<file path="config.mk">
export PLATFORM = sky130hd
export DESIGN_NAME = fixed_encoder_lpc
export DESIGN_NICKNAME = d
export VERILOG_FILES = /design/src/rtl/fixed_encoder_lpc.sv
export SDC_FILE = /design/constraint.sdc
export NUM_CORES = 1
export LEC_CHECK = 0
export CAP_MARGIN = 30
export CELL_PAD_IN_SITES_DETAIL_PLACEMENT = 0
export CELL_PAD_IN_SITES_GLOBAL_PLACEMENT = 2
export CORE_MARGIN = 4
export CORE_UTILIZATION = 34
export CTS_BUF_LIST = sky130_fd_sc_hd__clkbuf_4 sky130_fd_sc_hd__clkbuf_8 sky130_fd_sc_hd__clkbuf_16
export DETAILED_ROUTE_END_ITERATION = 10
export PLACE_DENSITY = 0.81
export SLEW_MARGIN = 20
export SYNTH_ARGS = -nofsm -noshare
export SYNTH_HDL_FRONTEND = slang
export SYNTH_SLANG_ARGS = --single-unit
</file>
<file path="constraint.sdc">
create_clock -name iClk -period 11.2 [get_ports iClk]
set_input_delay 1.68 -clock iClk [delete_from_list [all_inputs] [get_ports iClk]]
set_output_delay 1.68 -clock iClk [all_outputs]
set_load 0.05 [all_outputs]
</file>
<file path="src/rtl/fixed_encoder_lpc.sv">
`default_nettype none
// +------------------------------------------------------------------------+
// | fixed_encoder_lpc: FLAC fixed-predictor encoder (warm-up + residuals)  |
// | Rev 1.0                                                                |
// +------------------------------------------------------------------------+
module fixed_encoder_lpc #(
  parameter int DATA_W = 16,
  parameter int RES_W  = DATA_W + 4,
  parameter int SUM_W  = 32
) (
  input  logic                    iClk,
  input  logic                    iRst,
  input  logic                    iStart,
  input  logic [2:0]              iOrder,
  input  logic                    iEnable,
  input  logic signed [DATA_W-1:0] iSample,
  input  logic                    iLast,
  output logic signed [RES_W-1:0] oData,
  output logic                    oValid,
  output logic                    oWarmup,
  output logic [SUM_W-1:0]        oAbsSum,
  output logic                    oDone,
  output logic                    oOrderErr
);

  typedef enum logic [1:0] {
    S_IDLE   = 2'd0,
    S_WARMUP = 2'd1,
    S_RUN    = 2'd2
  } state_t;

  state_t                    r_state;
  logic [2:0]                r_order;
  logic [2:0]                r_cnt;
  logic signed [DATA_W-1:0]  r_x1, r_x2, r_x3, r_x4;

  function automatic logic signed [RES_W-1:0] sext(input logic signed [DATA_W-1:0] v);
    return {{(RES_W-DATA_W){v[DATA_W-1]}}, v};
  endfunction

  // A start pulse takes effect in the same cycle, so the block's first sample
  // may arrive alongside it and must see the fresh (cleared) context.
  logic [2:0]               w_start_order;
  logic [2:0]               w_order;
  state_t                   w_state;
  logic [2:0]               w_cnt;
  logic signed [DATA_W-1:0] w_h1, w_h2, w_h3, w_h4;
  logic [SUM_W-1:0]         w_sum;
  logic                     w_accept;
  logic                     w_in_warm;

  assign w_start_order = (iOrder > 3'd4) ? 3'd0 : iOrder;
  assign w_order   = iStart ? w_start_order : r_order;
  assign w_state   = iStart ? ((w_start_order == 3'd0) ? S_RUN : S_WARMUP) : r_state;
  assign w_cnt     = iStart ? 3'd0 : r_cnt;
  assign w_h1      = iStart ? '0 : r_x1;
  assign w_h2      = iStart ? '0 : r_x2;
  assign w_h3      = iStart ? '0 : r_x3;
  assign w_h4      = iStart ? '0 : r_x4;
  assign w_sum     = iStart ? '0 : oAbsSum;
  assign w_accept  = iEnable && (w_state != S_IDLE);
  assign w_in_warm = (w_state == S_WARMUP);

  logic signed [RES_W-1:0] w_e1, w_e2, w_e3, w_e4;
  logic signed [RES_W-1:0] w_pred;
  logic signed [RES_W-1:0] w_res;
  logic [RES_W-1:0]        w_abs;
  logic [SUM_W:0]          w_sum_wide;
  logic [SUM_W-1:0]        w_sum_next;

  assign w_e1 = sext(w_h1);
  assign w_e2 = sext(w_h2);
  assign w_e3 = sext(w_h3);
  assign w_e4 = sext(w_h4);

  // Worst-case order-4 magnitude stays inside RES_W, so no saturation is needed.
  always_comb begin
    w_pred = '0;
    case (w_order)
      3'd1:    w_pred = w_e1;
      3'd2:    w_pred = (w_e1 <<< 1) - w_e2;
      3'd3:    w_pred = (w_e1 <<< 1) + w_e1 - (w_e2 <<< 1) - w_e2 + w_e3;
      3'd4:    w_pred = (w_e1 <<< 2) - (w_e2 <<< 2) - (w_e2 <<< 1) + (w_e3 <<< 2) - w_e4;
      default: w_pred = '0;
    endcase
  end

  assign w_res      = sext(iSample) - w_pred;
  assign w_abs      = w_res[RES_W-1] ? RES_W'(-w_res) : RES_W'(w_res);
  assign w_sum_wide = {1'b0, w_sum} + {{(SUM_W+1-RES_W){1'b0}}, w_abs};
  assign w_sum_next = w_sum_wide[SUM_W] ? {SUM_W{1'b1}} : w_sum_wide[SUM_W-1:0];

  always_ff @(posedge iClk) begin
    if (iRst) begin
      r_state   <= S_IDLE;
      r_order   <= 3'd0;
      r_cnt     <= 3'd0;
      r_x1      <= '0;
      r_x2      <= '0;
      r_x3      <= '0;
      r_x4      <= '0;
      oData     <= '0;
      oValid    <= 1'b0;
      oWarmup   <= 1'b0;
      oAbsSum   <= '0;
      oDone     <= 1'b0;
      oOrderErr <= 1'b0;
    end else begin
      oValid <= 1'b0;
      oDone  <= 1'b0;
      if (iStart) begin
        r_order   <= w_start_order;
        oOrderErr <= (iOrder > 3'd4);
        r_state   <= w_state;
        r_cnt     <= 3'd0;
        r_x1      <= '0;
        r_x2      <= '0;
        r_x3      <= '0;
        r_x4      <= '0;
        oAbsSum   <= '0;
      end
      if (w_accept) begin
        oValid  <= 1'b1;
        oWarmup <= w_in_warm;
        oData   <= w_in_warm ? sext(iSample) : w_res;
        r_x4    <= w_h3;
        r_x3    <= w_h2;
        r_x2    <= w_h1;
        r_x1    <= iSample;
        if (w_in_warm) begin
          r_cnt <= 3'(w_cnt + 3'd1);
          if (3'(w_cnt + 3'd1) == w_order)
            r_state <= S_RUN;
        end else begin
          oAbsSum <= w_sum_next;
        end
        if (iLast) begin
          oDone   <= 1'b1;
          r_state <= S_IDLE;
        end
      end
    end
  end

endmodule
`default_nettype wire

</file>
Word level (Yosys, flattened, before mapping)
Cells that the tools add are included.
W data, S select, Z words.
- bits in registers: 128
- input bits: 24
- word-level logic and storage cells: 67
- add/subtract/negate cells: 13
- order comparisons: 1
- equality and inequality tests: 6
- muxes and demuxes: 29
- bitwise gates (word level): 1
- reduce and logical (&&, ||, !) cells: 4
- operator list (operator ; count):
    $mux W16 ; 8
    $mux W32 ; 4
    $pmux W20 S4 ; 1
    $mux W20 ; 2
    $add A32 B20 Y33 ; 1
    $add A20 B16 Y20 ; 1
    $add A20 B18 Y20 ; 1
    $neg A20 Y20 ; 1
    $sub A16 B20 Y20 ; 1
    $sub A19 B16 Y20 ; 1
    $sub A19 B17 Y20 ; 1
    $sub A20 B16 Y20 ; 1
    $sub A18 B17 Y19 ; 1
    $sub A18 B18 Y19 ; 1
    $add A17 B16 Y18 ; 1
    $sub A17 B16 Y18 ; 1
    $mux W3 ; 5
    $mux W2 ; 7
    $eq A3 B2 Y1 const B ; 2
    $add A3 B1 Y3 const B ; 1
    $eq A3 B1 Y1 const B ; 1
    $eq A3 B3 Y1 ; 1
    $eq A3 B3 Y1 const B ; 1
    $gt A3 B3 Y1 const B ; 1
    other kinds (7) ; 8

Longest topological paths before layout
- depth after elaboration: 13
- gate-level depth with buffers: 46
- gate-level depth less buffers: 43

Worst setup path after synthesis
OpenSTA, ideal clock, no wires.
- path type: input to register
- start point: in iStart
- end point: reg oAbsSum[13]
- setup time: 142 ps
- arrival: 11424 ps
- required time: 11058 ps
- path slack: -366 ps
- stages: 44
- buffers on the path: 7
- cells stage by stage: clkbuf_1 > clkbuf_1 > clkbuf_1 > buf_1 > nor2b_1 > fa_1 > inv_1 > fa_1 > fa_1 > inv_1 > ha_1 > a21o_1 > a21o_1 > a211oi_1 > nor2_1 > a21oi_1 > o21bai_1 > a21oi_1 > (+8 left out) > a31oi_1 > o311a_1 > a211oi_2 > and4_1 > buf_4 > nor2_1 > mux2_1 > fa_1 > a21o_1 > a21oi_1 > o21bai_1 > a2111oi_0 > nor3_1 > o21a_1 > o21ai_0 > clkbuf_1 > buf_2 > a311oi_1
- cells in the longest elaborated chain, start to end: 13
- elaborated cells on any way between the ends: 31
- ends and longest elaborated chain (element ; line ; text):
    start: declaration ; 13 ; input logic iStart,
    $mux W16 ; - ;
    $sub A18 B18 Y19 or $add A17 B16 Y18 (tied branches) ; 83, 82 ;
    $sub A19 B17 Y20 or $sub A18 B17 Y19 (tied branches) ; 83, 82 ;
    $add A20 B18 Y20 or $sub A19 B16 Y20 (tied branches) ; 83, 82 ;
    $sub A20 B16 Y20 or $add A20 B16 Y20 (tied branches) ; 83, 82 ;
    $pmux W20 S4 ; 79 ; case (w_order)
    $sub A16 B20 Y20 ; 88 ; assign w_res = sext(iSample) - w_pred;
    $neg A20 Y20 ; 89 ; assign w_abs = w_res[RES_W-1] ? RES_W'(-w_res) : RES_W'(w_res);
    $mux W20 ; 89 ;
    $add A32 B20 Y33 ; 90 ; assign w_sum_wide = {1'b0, w_sum} + {{(SUM_W+1-RES_W){1'b0}}, w_abs};
    $mux W32 ; 91 ; assign w_sum_next = w_sum_wide[SUM_W] ? {SUM_W{1'b1}} : w_sum_wide[SUM_W-1:0];
    $mux W32 ; 130 ; if (w_in_warm) begin
    $mux W32 * ; 122 ; if (w_accept) begin
    end signal: assignment ; 135 ; oAbsSum <= w_sum_next;
    end: declaration ; 21 ; output logic [SUM_W-1:0] oAbsSum,
Mark *: on every way between the ends. The rest lies on a longest branch, timed or not.
A chain may end at the register's enable or synchronous reset.

Worst setup path in the final report
- start point: in iStart
- end point: reg oAbsSum[31]
The elaborated chain is that of the path after synthesis.

==> run summary <==
Slew @ Worst Pin: 0.887 ns
Worst EP required: 11.55 ns
Clk pwr share: 28.7%
Hold_buf cts: 0
Antenna Nets Post-Route: 0
FF-to-FF End: oAbsSum[31]
DR WL/cell: 18.1 µm
Clk root buf: clkbuf_16
First-pass iteration count of the detailed router: 5
Leakage: 6.52 nW
Final min period: 10.57 ns
Yosys cell types: 86
Row Count: 71
Post-CTS sizing: 0
Max-cap violations: 0
Synth Area per Inst: 7.98 µm²
Pwr/cell area: 137 nW/µm²
Crit path DAT: 10.92 ns
Number of buffers created by CTS: 17
Clk sinks: 128
Total power: 2.12 mW
Yosys warns: 0
Most used cell, CP: fa_1
Synthesis-stage register bit count: 128
Final Cycle Share: 94.4%
Critical path type: in -> reg
CP Max Fanout: 8
Slew Viols, Final: 0
Final hold violation count: 0
Clock-pin transition on the worst setup and hold timing paths: 0.07 ns
DRC: 0
CP startpoint: iStart
Post-DP HPWL: 31.9 mm
Ports: 80
Hold Path Class: reg -> reg
Port-buffer cells: 79
Max Freq: 94.6 MHz
CTS tree: yes
Routability-driven placement congestion ratio: 0.918
Max IR drop VDD: 0.136 mV
Post-CTS Setup Inserts: 0
Chip width: 205 µm
Ant diodes: 0
Sw Pwr: 0.883 mW
Detailed Route WL: 41.1 mm
FF-to-FF Start: r_x2[1]
Synth area leaders: dfxtp_1 (19%), fa_1 (14%), ha_1 (10%)
H-Tree Depth: 4
Syn Inst Count: 1648
Number of global-route vias before repair: 11800
Remaining Overflow, GRT: 0
Crit path capture: oAbsSum[31]
Share of power burned in registers: 23.2%
First-pass GRT wire length: 66.1 mm
Internal power: 1.24 mW
Combinational power share: 48.1%
Worst path max stage delay: 0.56 ns
Post-synth ARST share: 0%
Post-synthesis sequential area ratio: 19.5%
FF-to-FF setup slack: 1.71 ns
DRT iter0 DRCs: 705
Via count: 11800
Final setup fails: 0
Post-synth top area cell: dfxtp_1
Clock buffer depth: 2
Core area: 37900 µm²
Post-Syn Area: 13200 µm²
Area Growth Syn to Fin: 18.3%
Initial core utilization: 34.7%
All-Layer GR Usage: 19.9%
Slew headroom: 40.9%
Clk_lat worst skew: 0.46 ns
DR vias/cell: 5.20
Sw frac: 41.6%
Setup TNS: 0 ns
Initial antenna violation count: 0
Slowest stage cell, crit path: fa_1
Fillers: 3900
Top_reg_cell synth: dfxtp_1
Final net count: 1975
Largest net degree at the start of global routing: 70
Top cell type's share of synthesized area: 19.5%
Layout cell share with drive strength beyond 1: 9.13%
CP endpoint kind: flop
Die ar.: 41900 µm²
Top post-synthesis cells by count: inv_1 (185), nand2_1 (172), nor2_1 (148)
Reg2reg path depth: 41
Synth Net Count: 1872
Number of synthesized flops with an enable pin: 0
Outcome: finished clean
Startpoint types: input port
Count leader, synth: inv_1
Die height: 205 µm
Max Clock Skew: 0.0160 ns
-- per-stage QoR --
step	setup slack, ns	utilization [%]	cell area [µm²]	hold slack, ns	std cells
3_3_place_gp	0.0791	39.2	14900	0.438	2243
4_1_cts	0.359	40.8	15500	0.456	2275
2_1_floorplan	0.0249	-	13200	0.499	1648
3_5_place_dp	-0.116	39.2	14900	0.448	2243
6_report	0.627	41.0	15600	0.452	2275
5_1_grt	-0.0161	41.0	15600	0.484	2275
-- worst min-delay path by stage --
stage                 endpoint  slack (ns)       start  cells after the start
finish               oOrderErr        0.45   oOrderErr                      2
CTS                  oOrderErr        0.46   oOrderErr                      2
detailed placement   oOrderErr        0.45   oOrderErr                      2
global placement     oOrderErr        0.44   oOrderErr                      2
global route         oOrderErr        0.48   oOrderErr                      2
floorplan           r_order[1]        0.50  r_order[1]                      2
-- power by group through the flow --
stage | Clock (mW) | Combinational (mW) | Sequential [mW]
final | 0.610 | 1.02 | 0.493
after global routing | 0.638 | 1.12 | 0.495
after floorplan | 0 | 0.663 | 0.555
after CTS | 0.625 | 1.01 | 0.493
after detailed placement | 0 | 1.00 | 0.503
after global placement | 0 | 1.00 | 0.503
-- cell usage in the layout (no fill, tap or decap), types with 61 or more instances in the layout --
master / instances
nor2b_1: 71
inv_1: 185
xnor2_1: 61
dfxtp_1: 128
ha_1: 106
buf_4: 65
nand2_1: 171
clkdlybuf4s50_1: 77
nor2_1: 145
a21oi_1: 129
fa_1: 94
-- worst max-delay path: cells and delay by family --
family	cells	cell delay, ns
xor gates and xnor gates	1	0.09
muxes	1	0.36
buffers and inverters	4	0.60
AOI/OAI and AO/OA	25	4.68
adders and majority gates	7	2.74
and+or+nand+nor	5	0.74
-- sequential cells by signal, indices dropped and copies added, names as in the netlist --
| register | flops |
|---|---|
| r_x4 | 16 |
| r_x1 | 16 |
| oWarmup | 1 |
| r_cnt | 3 |
| oValid | 1 |
| oAbsSum | 32 |
| r_order | 3 |
| oOrderErr | 1 |
| r_x3 | 16 |
| r_state | 2 |
| oDone | 1 |
| oData | 20 |
| r_x2 | 16 |
-- metal layers --
| metal | share of wire (%) | vias to the layer above | global-route usage [%] |
|---|---|---|---|
| li1 | - | 5856 | - |
| met5 | 0 | - | 0 |
| met2 | 48 | 229 | 33.8 |
| met4 | 1.4 | 0 | 4.91 |
| met3 | 3.7 | 34 | 2.33 |
| met1 | 47 | 5704 | 27.3 |
-- logic make-up (layout without fill, tap and decap cells) --
family / after synthesis / after routing / synth area share [%]
compound gates: 425 / 425 / 21.7
xor+xnor: 99 / 99 / 6.71
fa+ha+maj: 200 / 200 / 24.4
buf+inv: 248 / 364 / 7.15
flops: 128 / 128 / 19.5
mux: 18 / 18 / 1.49
simple gates: 530 / 530 / 19.1
-- layout make-up --
type	count	area (µm²)	area share [%]
timing repair buffer	146	1320	8.45
inverter	186	698	4.49
clock inverter	14	180	1.16
sequential	128	2560	16.5
tap	511	639	4.11
clock buffer	18	433	2.78
multi-input combinational	1272	9730	62.5
(Power assumes the default switching activity.)
